File: config.mk
export PLATFORM = sky130hd
export DESIGN_NAME = sdft_scale_ctrl
export DESIGN_NICKNAME = d
export VERILOG_FILES = /design/src/rtl/sdft_scale_pkg.sv /design/src/rtl/sdft_win_cnt.sv /design/src/rtl/sdft_scale_ctrl.sv
export SDC_FILE = /design/constraint.sdc
export NUM_CORES = 1
export LEC_CHECK = 0
export BUFFER_PORTS_ARGS = -buffer_cell sky130_fd_sc_hd__buf_4
export CORE_ASPECT_RATIO = 0.9
export CORE_MARGIN = 8
export CORE_UTILIZATION = 35
export DETAILED_ROUTE_END_ITERATION = 7
export PLACE_DENSITY = 0.6
export SLEW_MARGIN = 20
export SYNTH_ARGS = -nofsm -noshare
export SYNTH_HDL_FRONTEND = slang
export SYNTH_SLANG_ARGS = --single-unit
File: constraint.sdc
create_clock -name clk_i -period 6.2 [get_ports clk_i]
set_clock_uncertainty 0.15 [all_clocks]
set_input_delay 1.24 -clock clk_i [delete_from_list [all_inputs] [get_ports clk_i]]
set_output_delay 1.24 -clock clk_i [all_outputs]
set_load 0.01 [all_outputs]
File: src/rtl/sdft_scale_pkg.sv
// Shared types for the SDFT automatic scaling controller.
package sdft_scale_pkg;

    typedef enum logic [1:0] {
        IDLE   = 2'd0,
        ACCUM  = 2'd1,
        DECIDE = 2'd2,
        HOLD   = 2'd3
    } state_t;

endpackage

File: src/rtl/sdft_win_cnt.sv
// Observation window counter: counts valid samples and qualified saturation alarms,
// and flags the sample that completes the window.
module sdft_win_cnt #(
    parameter int WIN_LEN = 1024,
    localparam int CNT_W  = $clog2(WIN_LEN + 1)
) (
    input  logic             clk_i,
    input  logic             rst_i,
    input  logic             clr,
    input  logic             cnt_en,
    input  logic             valid_i,
    input  logic             sat_alarm_i,
    output logic [CNT_W-1:0] sat_cnt,
    output logic             win_done
);

    logic [CNT_W-1:0] smp_cnt;

    assign win_done = cnt_en && valid_i && (smp_cnt == CNT_W'(WIN_LEN - 1));

    always_ff @(posedge clk_i or posedge rst_i) begin
        if (rst_i) begin
            smp_cnt <= '0;
            sat_cnt <= '0;
        end else if (clr) begin
            smp_cnt <= '0;
            sat_cnt <= '0;
        end else if (cnt_en && valid_i) begin
            smp_cnt <= smp_cnt + 1'b1;
            if (sat_alarm_i && (sat_cnt != '1))
                sat_cnt <= sat_cnt + 1'b1;
        end
    end

endmodule

File: src/rtl/sdft_scale_ctrl.sv
// SDFT automatic scaling controller: steps the pre-saturation right-shift per window statistics.
// Optional SDFT_SCALE_STATS_EN adds last-window and peak saturation count outputs.
//
//  state  | meaning
//  IDLE   | disabled; shift held, counters clear
//  ACCUM  | collecting one window of valid samples
//  DECIDE | one cycle: compare window sat count, step shift
//  HOLD   | HOLDOFF cycles of pipeline flush after a shift change
module sdft_scale_ctrl
    import sdft_scale_pkg::*;
#(
    parameter int WIN_LEN   = 1024,
    parameter int HI_THR    = 4,
    parameter int QUIET_WIN = 8,
    parameter int HOLDOFF   = 64,
    parameter int SHIFT_W   = 3,
    parameter int MAX_SHIFT = 7,
    localparam int CNT_W    = $clog2(WIN_LEN + 1)
) (
    input  logic               clk_i,
    input  logic               rst_i,
    input  logic               en_i,
    input  logic               valid_i,
    input  logic               sat_alarm_i,
    output logic [SHIFT_W-1:0] shift_o,
    output logic               shift_upd_o,
    output logic [1:0]         state_o
`ifdef SDFT_SCALE_STATS_EN
    ,
    output logic [CNT_W-1:0]   sat_cnt_o,
    output logic [CNT_W-1:0]   sat_peak_o
`endif
);

    localparam int Q_W = $clog2(QUIET_WIN + 1);
    localparam int H_W = $clog2(HOLDOFF + 1);

    state_t             state_q, state_d;
    logic [SHIFT_W-1:0] shift_q, shift_d;
    logic               upd_q, upd_d;
    logic [Q_W-1:0]     quiet_q, quiet_d;
    logic [H_W-1:0]     hold_q, hold_d;
    logic [CNT_W-1:0]   sat_cnt;
    logic               win_done;

    sdft_win_cnt #(.WIN_LEN(WIN_LEN)) u_win_cnt (
        .clk_i       (clk_i),
        .rst_i       (rst_i),
        .clr         (state_q != ACCUM || !en_i),
        .cnt_en      (state_q == ACCUM && en_i),
        .valid_i     (valid_i),
        .sat_alarm_i (sat_alarm_i),
        .sat_cnt     (sat_cnt),
        .win_done    (win_done)
    );

    always_ff @(posedge clk_i or posedge rst_i) begin
        if (rst_i) begin
            state_q <= IDLE;
            shift_q <= '0;
            upd_q   <= 1'b0;
            quiet_q <= '0;
            hold_q  <= '0;
        end else begin
            state_q <= state_d;
            shift_q <= shift_d;
            upd_q   <= upd_d;
            quiet_q <= quiet_d;
            hold_q  <= hold_d;
        end
    end

    always_comb begin
        state_d = state_q;
        shift_d = shift_q;
        upd_d   = 1'b0;
        quiet_d = quiet_q;
        hold_d  = hold_q;
        if (!en_i) begin
            state_d = IDLE;
            quiet_d = '0;
            hold_d  = '0;
        end else begin
            case (state_q)
                IDLE:   state_d = ACCUM;
                ACCUM:  if (win_done) state_d = DECIDE;
                DECIDE: begin
                    state_d = ACCUM;
                    if (sat_cnt >= CNT_W'(HI_THR)) begin
                        quiet_d = '0;
                        if (shift_q < SHIFT_W'(MAX_SHIFT)) begin
                            shift_d = shift_q + 1'b1;
                            upd_d   = 1'b1;
                            state_d = HOLD;
                            hold_d  = H_W'(HOLDOFF - 1);
                        end
                    end else if (sat_cnt == '0) begin
                        if (quiet_q == Q_W'(QUIET_WIN - 1)) begin
                            quiet_d = '0;
                            if (shift_q != '0) begin
                                shift_d = shift_q - 1'b1;
                                upd_d   = 1'b1;
                                state_d = HOLD;
                                hold_d  = H_W'(HOLDOFF - 1);
                            end
                        end else begin
                            quiet_d = quiet_q + 1'b1;
                        end
                    end else begin
                        quiet_d = '0;
                    end
                end
                HOLD: begin
                    if (hold_q == '0) state_d = ACCUM;
                    else              hold_d  = hold_q - 1'b1;
                end
                default: state_d = IDLE;
            endcase
        end
    end

    assign shift_o     = shift_q;
    assign shift_upd_o = upd_q;
    assign state_o     = state_q;

`ifdef SDFT_SCALE_STATS_EN
    always_ff @(posedge clk_i or posedge rst_i) begin
        if (rst_i) begin
            sat_cnt_o  <= '0;
            sat_peak_o <= '0;
        end else if (state_q == DECIDE) begin
            sat_cnt_o <= sat_cnt;
            if (sat_cnt > sat_peak_o)
                sat_peak_o <= sat_cnt;
        end
    end
`endif

endmodule

# ---- Word-level counts from Yosys, hierarchy flattened
# Cells that the tools add are included.
# Widths: inputs -> output; s select.
dict set report totals {
  register_bits 39
  wordCells 90
}
dict set report op_classes {
  mux 39
  addsub 6
  magnitude_cmp 2
  n_eq_ne 17
  n_reduce_logical 19
}
# op count
set op_table {}
lappend op_table {{$mux 11} 5}
lappend op_table {{$mux 7} 7}
lappend op_table {{$add 11x1->11 const B} 2}
lappend op_table {{$mux 4} 5}
lappend op_table {{$mux 2} 8}
lappend op_table {{$ne 4x4->1 const B} 4}
lappend op_table {{$mux 3} 5}
lappend op_table {{$pmux 7 s2} 1}
lappend op_table {{$reduce_and 6->1} 2}
lappend op_table {{$eq 11x10->1 const B} 1}
lappend op_table {{$ge 11x3->1 const B} 1}
lappend op_table {{$logic_not 11->1} 1}
lappend op_table {{$ne 11x11->1 const B} 1}
lappend op_table {{$reduce_bool 2->1} 5}
lappend op_table {{$pmux 2 s4} 1}
lappend op_table {{$logic_not 7->1} 1}
lappend op_table {{$mux 1} 7}
lappend op_table {{$sub 7x1->7 const B} 1}
lappend op_table {{$ne 2x1->1 const B} 3}
lappend op_table {{$ne 3x3->1 const B} 2}
lappend op_table {{$add 4x1->4 const B} 1}
lappend op_table {{$eq 2x2->1 const B} 2}
lappend op_table {{$eq 4x3->1 const B} 1}
lappend op_table {{$logic_and 1x1->1} 4}
lappend op_table {{other kinds (11)} 12}

# ---- Longest topological paths before layout
dict set report depth {
  ltp_word 7
  ltp_mapped 8
  ltp_nobuf 8
}

# ---- Cells and area by module
# A second synthesis with hierarchy kept.
dict set report unflattened {
  hier_cells 253
  hier_area_um2 2294.7
}
# mod instances cells_each seq_area_each_um2 area_per_inst_um2
set modules_own_cells {}
lappend modules_own_cells {sdft_scale_ctrl 1 131 425.4 1148.6}
lappend modules_own_cells {sdft_win_cnt 1 122 550.5 1146.1}

# ---- Worst setup path before layout
# OpenSTA, ideal clock, no wires.
dict set report synth_timing {
  path_kind {input to register}
  from {in valid_i}
  to {reg state_q[1], in the netlist state_o[1]}
  stages 6
  n_path_buf 1
  setup_time_ns 0.121
  t_required_ns 5.929
  path_slack_ns 3.462
  arrival_time_ns 2.467
  cell_sequence {buf_4 > nand4_4 > or4_4 > nor3_2 > o21ai_0 > a22o_1}
}
dict set report synth_between {
  elab_chain_len 4
}
# element line_no
set synth_rtl {}
lappend synth_rtl {{start, declared} sdft_scale_ctrl.sv:23} ;# input logic valid_i,
lappend synth_rtl {{$logic_and 1x1->1 (2 in series)} sdft_win_cnt.sv:19} ;# assign win_done = cnt_en && valid_i && (smp_cnt == CNT_W'(WIN_LEN - 1));
lappend synth_rtl {{$ne 3x2->1 (no source line)} --}
lappend synth_rtl {{$reduce_and 2->1 (no source line)} --}
lappend synth_rtl {{end signal, assigned} sdft_scale_ctrl.sv:65} ;# state_q <= state_d;
lappend synth_rtl {{end, declared} sdft_scale_ctrl.sv:38} ;# state_t state_q, state_d;
# No other way between the ends.
# A chain may end at the register's enable or synchronous reset.

# ---- Final worst setup path
dict set report layout_timing {
  from {in en_i}
  to {reg state_q[1], in the netlist state_o[1]}
}
dict set report layout_between {
  elab_chain_len 5
}
# element line_no
set layout_rtl {}
lappend layout_rtl {{start, declared} sdft_scale_ctrl.sv:22} ;# input logic en_i,
lappend layout_rtl {{$logic_and 1x1->1} sdft_scale_ctrl.sv:50} ;# .cnt_en (state_q == ACCUM && en_i),
lappend layout_rtl {{$logic_and 1x1->1 (2 in series)} sdft_win_cnt.sv:19}
lappend layout_rtl {{$ne 3x2->1 (no source line)} --}
lappend layout_rtl {{$reduce_and 2->1 (no source line)} --}
# Several ways; a longest one is shown, not always the timed one.

==> run summary <==
Core Box Area: 6446 sq um
post-synthesis instance total: 237
class of the worst hold path: register to register
power share of the clock group: 0.357
critical path start-end classification: input port to register
First DRT Iteration DRCs: 57
Cell Int Power: 0.3477 mW
Sequential Area: 975.9 sq um
part of the cycle the worst path needs: 0.4380
HPWL reported at the end of detailed placement: 3.018 mm
Seq pwr share: 0.556
nets@finish: 263
maximum number of pins on one net before global-route repair: 40
power per standard cell area: 185.5 nW/um^2
Die Ht: 92.84 um
global-route congestion overflow total: 0
Most Used Layer, Global Route: met2
Boundary Pins: 11
final hold viol count: 0
number of buffers inserted to repair setup after CTS: 0
type of element capturing the critical path: register
total of hold buffers inserted after clock tree synthesis: 0
Post-synth EDFFs: 0
gpl congestion: 0.7719
element type at the critical path start: input port
clock period minus final worst setup slack: 2.715 ns
number of antenna violations at the first check in global routing: 0
effective utilization at floorplan: 0.3562
worst skew pair latency: 0.29 ns
slack of the worst reg-to-reg path: 3.80 ns
Remaining DRCs: 0
global-route wire length before repair: 7.603 mm
CTS tree: built
predominant post-synthesis flop cell: dfrtp_1
slowest cell delay on critical path: 0.54 ns
total routed wirelength: 4.363 mm
Vias/cell: 4.976
final worst slack: 3.485 ns
clock-pin transition on the worst setup and hold timing paths: 0.08 ns
TritonCTS Buffers: 5
number of nets in the synthesized netlist: 253
Yosys warnings: 0
growth of design area from synthesis to finish: 10.14%
fraction of final layout cells with drive strength greater than 1: 0.1250
Max Freq: 368.3 MHz
area of the mapped netlist: 2296 sq um
accumulated negative setup slack: 0 ns
count of vias placed by the detailed router: 1,682
Sink Count: 39
async set-or-reset flop fraction in the synthesized netlist: 1.000
critical-path cell list: buf_4, nand2_1, nor3_2, o21ai_0, a22o_1
footprint of the multi-input gates: 1217 sq um
static leakage power: 1.074 nW
vias in the first global route: 1,642
post-route ant nets: 0
H-Tree Depth: 2
Worst VDD drop: 114.6 uV
total of cells resized after clock tree synthesis: 0
number of detailed-routing iterations run before antenna repair: 4
post-synthesis sequential area ratio: 0.4251
number of different library cells in the post-synthesis netlist: 56
global routing usage on met3: 0.02624
post-place setup slack: 3.168 ns
average detailed-routed wire length per instance: 12.91 um
diodes inserted: 0
headroom to the max-slew limit: 0.4076
arrival time of the worst setup path: 2.75 ns
floorplan die area: 9411 sq um
fill count: 684
GR met1 Demand/Resource: 0.1318
maximum fanout encountered on the critical timing path: 27
required time at the worst-slack endpoint: 6.24 ns
actual transition at the worst max-transition pin: 0.8865 ns
Gate power share: 0.088
met2 usage in global routing: 0.1495
Horiz. Die Dim: 101.4 um
maximum count of clock buffers along a single path: 2
post-synthesis register bit count: 39
GRT Overall Usage: 0.09868
fraction of power spent switching nets: 0.2590
result of the run: completed
number of rows created at floorplan: 28
number of buffers inserted by port buffering: 10
Slew Limit Fails: 0
Net Sw Power: 0.1215 mW
max-cap violation count: 0
mean post-synth cell area: 9.688 sq um
Clock Root Buffer: clkbuf_8
cell with the largest stage delay on the worst path: nand2_1
final setup violation count: 0
setup repair after global routing missed its margin: no
worst hold margin: 0.3745 ns
-- per-stage QoR --
step,cells,total power [mW],utilization,area (sq um)
CTS,338,0.4782,0.3923,2529
global placement,330,0.3058,0.3793,2445
finish,338,0.4692,0.3923,2529
floorplan,237,0.2943,-,2296
global route,338,0.4931,0.3923,2529
detailed placement,330,0.3074,0.3793,2445
-- cell usage after synthesis (all sizes together), types with 3 or more instances --
cell | instances | share of area
nand3 | 6 | 0.015
xor2 | 14 | 0.053
nand4 | 10 | 0.034
dfrtp | 39 | 0.43
ha | 10 | 0.054
o21ai | 10 | 0.022
a31oi | 3 | 0.0082
or4 | 3 | 0.013
a211oi | 4 | 0.021
nor2 | 32 | 0.052
clkbuf | 4 | 0.0065
nor3 | 4 | 0.011
or3 | 3 | 0.0082
a21oi | 13 | 0.028
nand2b | 3 | 0.0082
o21a | 3 | 0.0098
buf | 4 | 0.014
nand2 | 15 | 0.025
and3 | 6 | 0.016
xnor2 | 5 | 0.019
inv | 15 | 0.025
-- power groups by stage --
| stage | registers, mW | logic, mW | clock network (mW) |
|---|---|---|---|
| 2_1_floorplan | 0.266 | 0.0282 | 0 |
| 3_3_place_gp | 0.266 | 0.0401 | 0 |
| 3_5_place_dp | 0.266 | 0.0416 | 0 |
| 4_1_cts | 0.261 | 0.0418 | 0.176 |
| 5_1_grt | 0.261 | 0.0478 | 0.184 |
| 6_report | 0.261 | 0.0411 | 0.167 |
-- worst paths after layout --
| kind | start | endpoint | cells past startpoint |
|---|---|---|---|
| max | en_i | state_o[1]$_DFFE_PP0P_ | 5 |
| min | shift_o[2]$_DFFE_PP0P_ | shift_o[2]$_DFFE_PP0P_ | 1 |
| max reg2reg | u_win_cnt.sat_cnt[0]$_DFFE_PP0P_ | shift_o[1]$_DFFE_PP0P_ | 8 |
| min reg2reg | shift_o[2]$_DFFE_PP0P_ | shift_o[2]$_DFFE_PP0P_ | 1 |
| max in group asynchronous | rst_i | u_win_cnt.sat_cnt[6]$_DFFE_PP0P_ | 3 |
| min in group asynchronous | rst_i | u_win_cnt.sat_cnt[4]$_DFFE_PP0P_ | 3 |
-- worst max-delay path, delay by kind of cell --
kind                   cells  cell delay, ns
AND/OR/NAND/NOR            2            0.95
AO/OA/AOI/OAI              2            0.38
buffers and inverters      1            0.17
-- layout make-up --
| type | instances | area share |
|---|---|---|
| well taps | 90 | 0.04453 |
| multi-input cells | 175 | 0.4814 |
| inverters | 15 | 0.02227 |
| clock buffers | 5 | 0.02721 |
| repair buffers | 11 | 0.03266 |
| flip-flops and latches | 39 | 0.3859 |
| clock inverters | 3 | 0.005938 |
-- sequential cells by signal, indices dropped and copies added, names as in the netlist --
| signal | cells |
|---|---|
| u_win_cnt.sat_cnt | 11 |
| quiet_q | 4 |
| hold_q | 7 |
| shift_upd_o | 1 |
| u_win_cnt.smp_cnt | 11 |
| shift_o | 3 |
| state_o | 2 |
-- layout by cell type, fill, tap and decap left out, types with 3 or more instances in the layout --
master    netlist  layout
o21a_1          3       3
or3_1           3       3
a21oi_1        13      13
nand2b_1        3       3
clkbuf_8        0       5
buf_4           2      11
nand2_1        15      15
and3_1          6       6
ha_1           10      10
nand3_1         5       5
nor2_1         32      32
o21ai_1         3       3
dfrtp_1        39      39
nand4_1         9       9
o21ai_0         7       7
inv_1          14      14
xor2_1         14      14
a31oi_1         3       3
nor3_1          3       3
xnor2_1         5       5
clkinv_2        0       3
-- routing by layer --
| layer | vias to the layer above | share of wire |
|---|---|---|
| met5 | - | 0 |
| met3 | 7 | 0.026 |
| met4 | 0 | 0.015 |
| met2 | 13 | 0.45 |
| met1 | 810 | 0.50 |
| li1 | 852 | - |
-- logic make-up after synthesis --
family                   synth area share
XOR/XNOR                          0.07248
flip-flops                         0.4251
buffers and inverters             0.04468
adder cells (fa/ha/maj)           0.06322
AO/OA/AOI/OAI                      0.1444
AND/OR/NAND/NOR                    0.2300
multiplexers                      0.02016
Power figures use the tool's default switching activity.
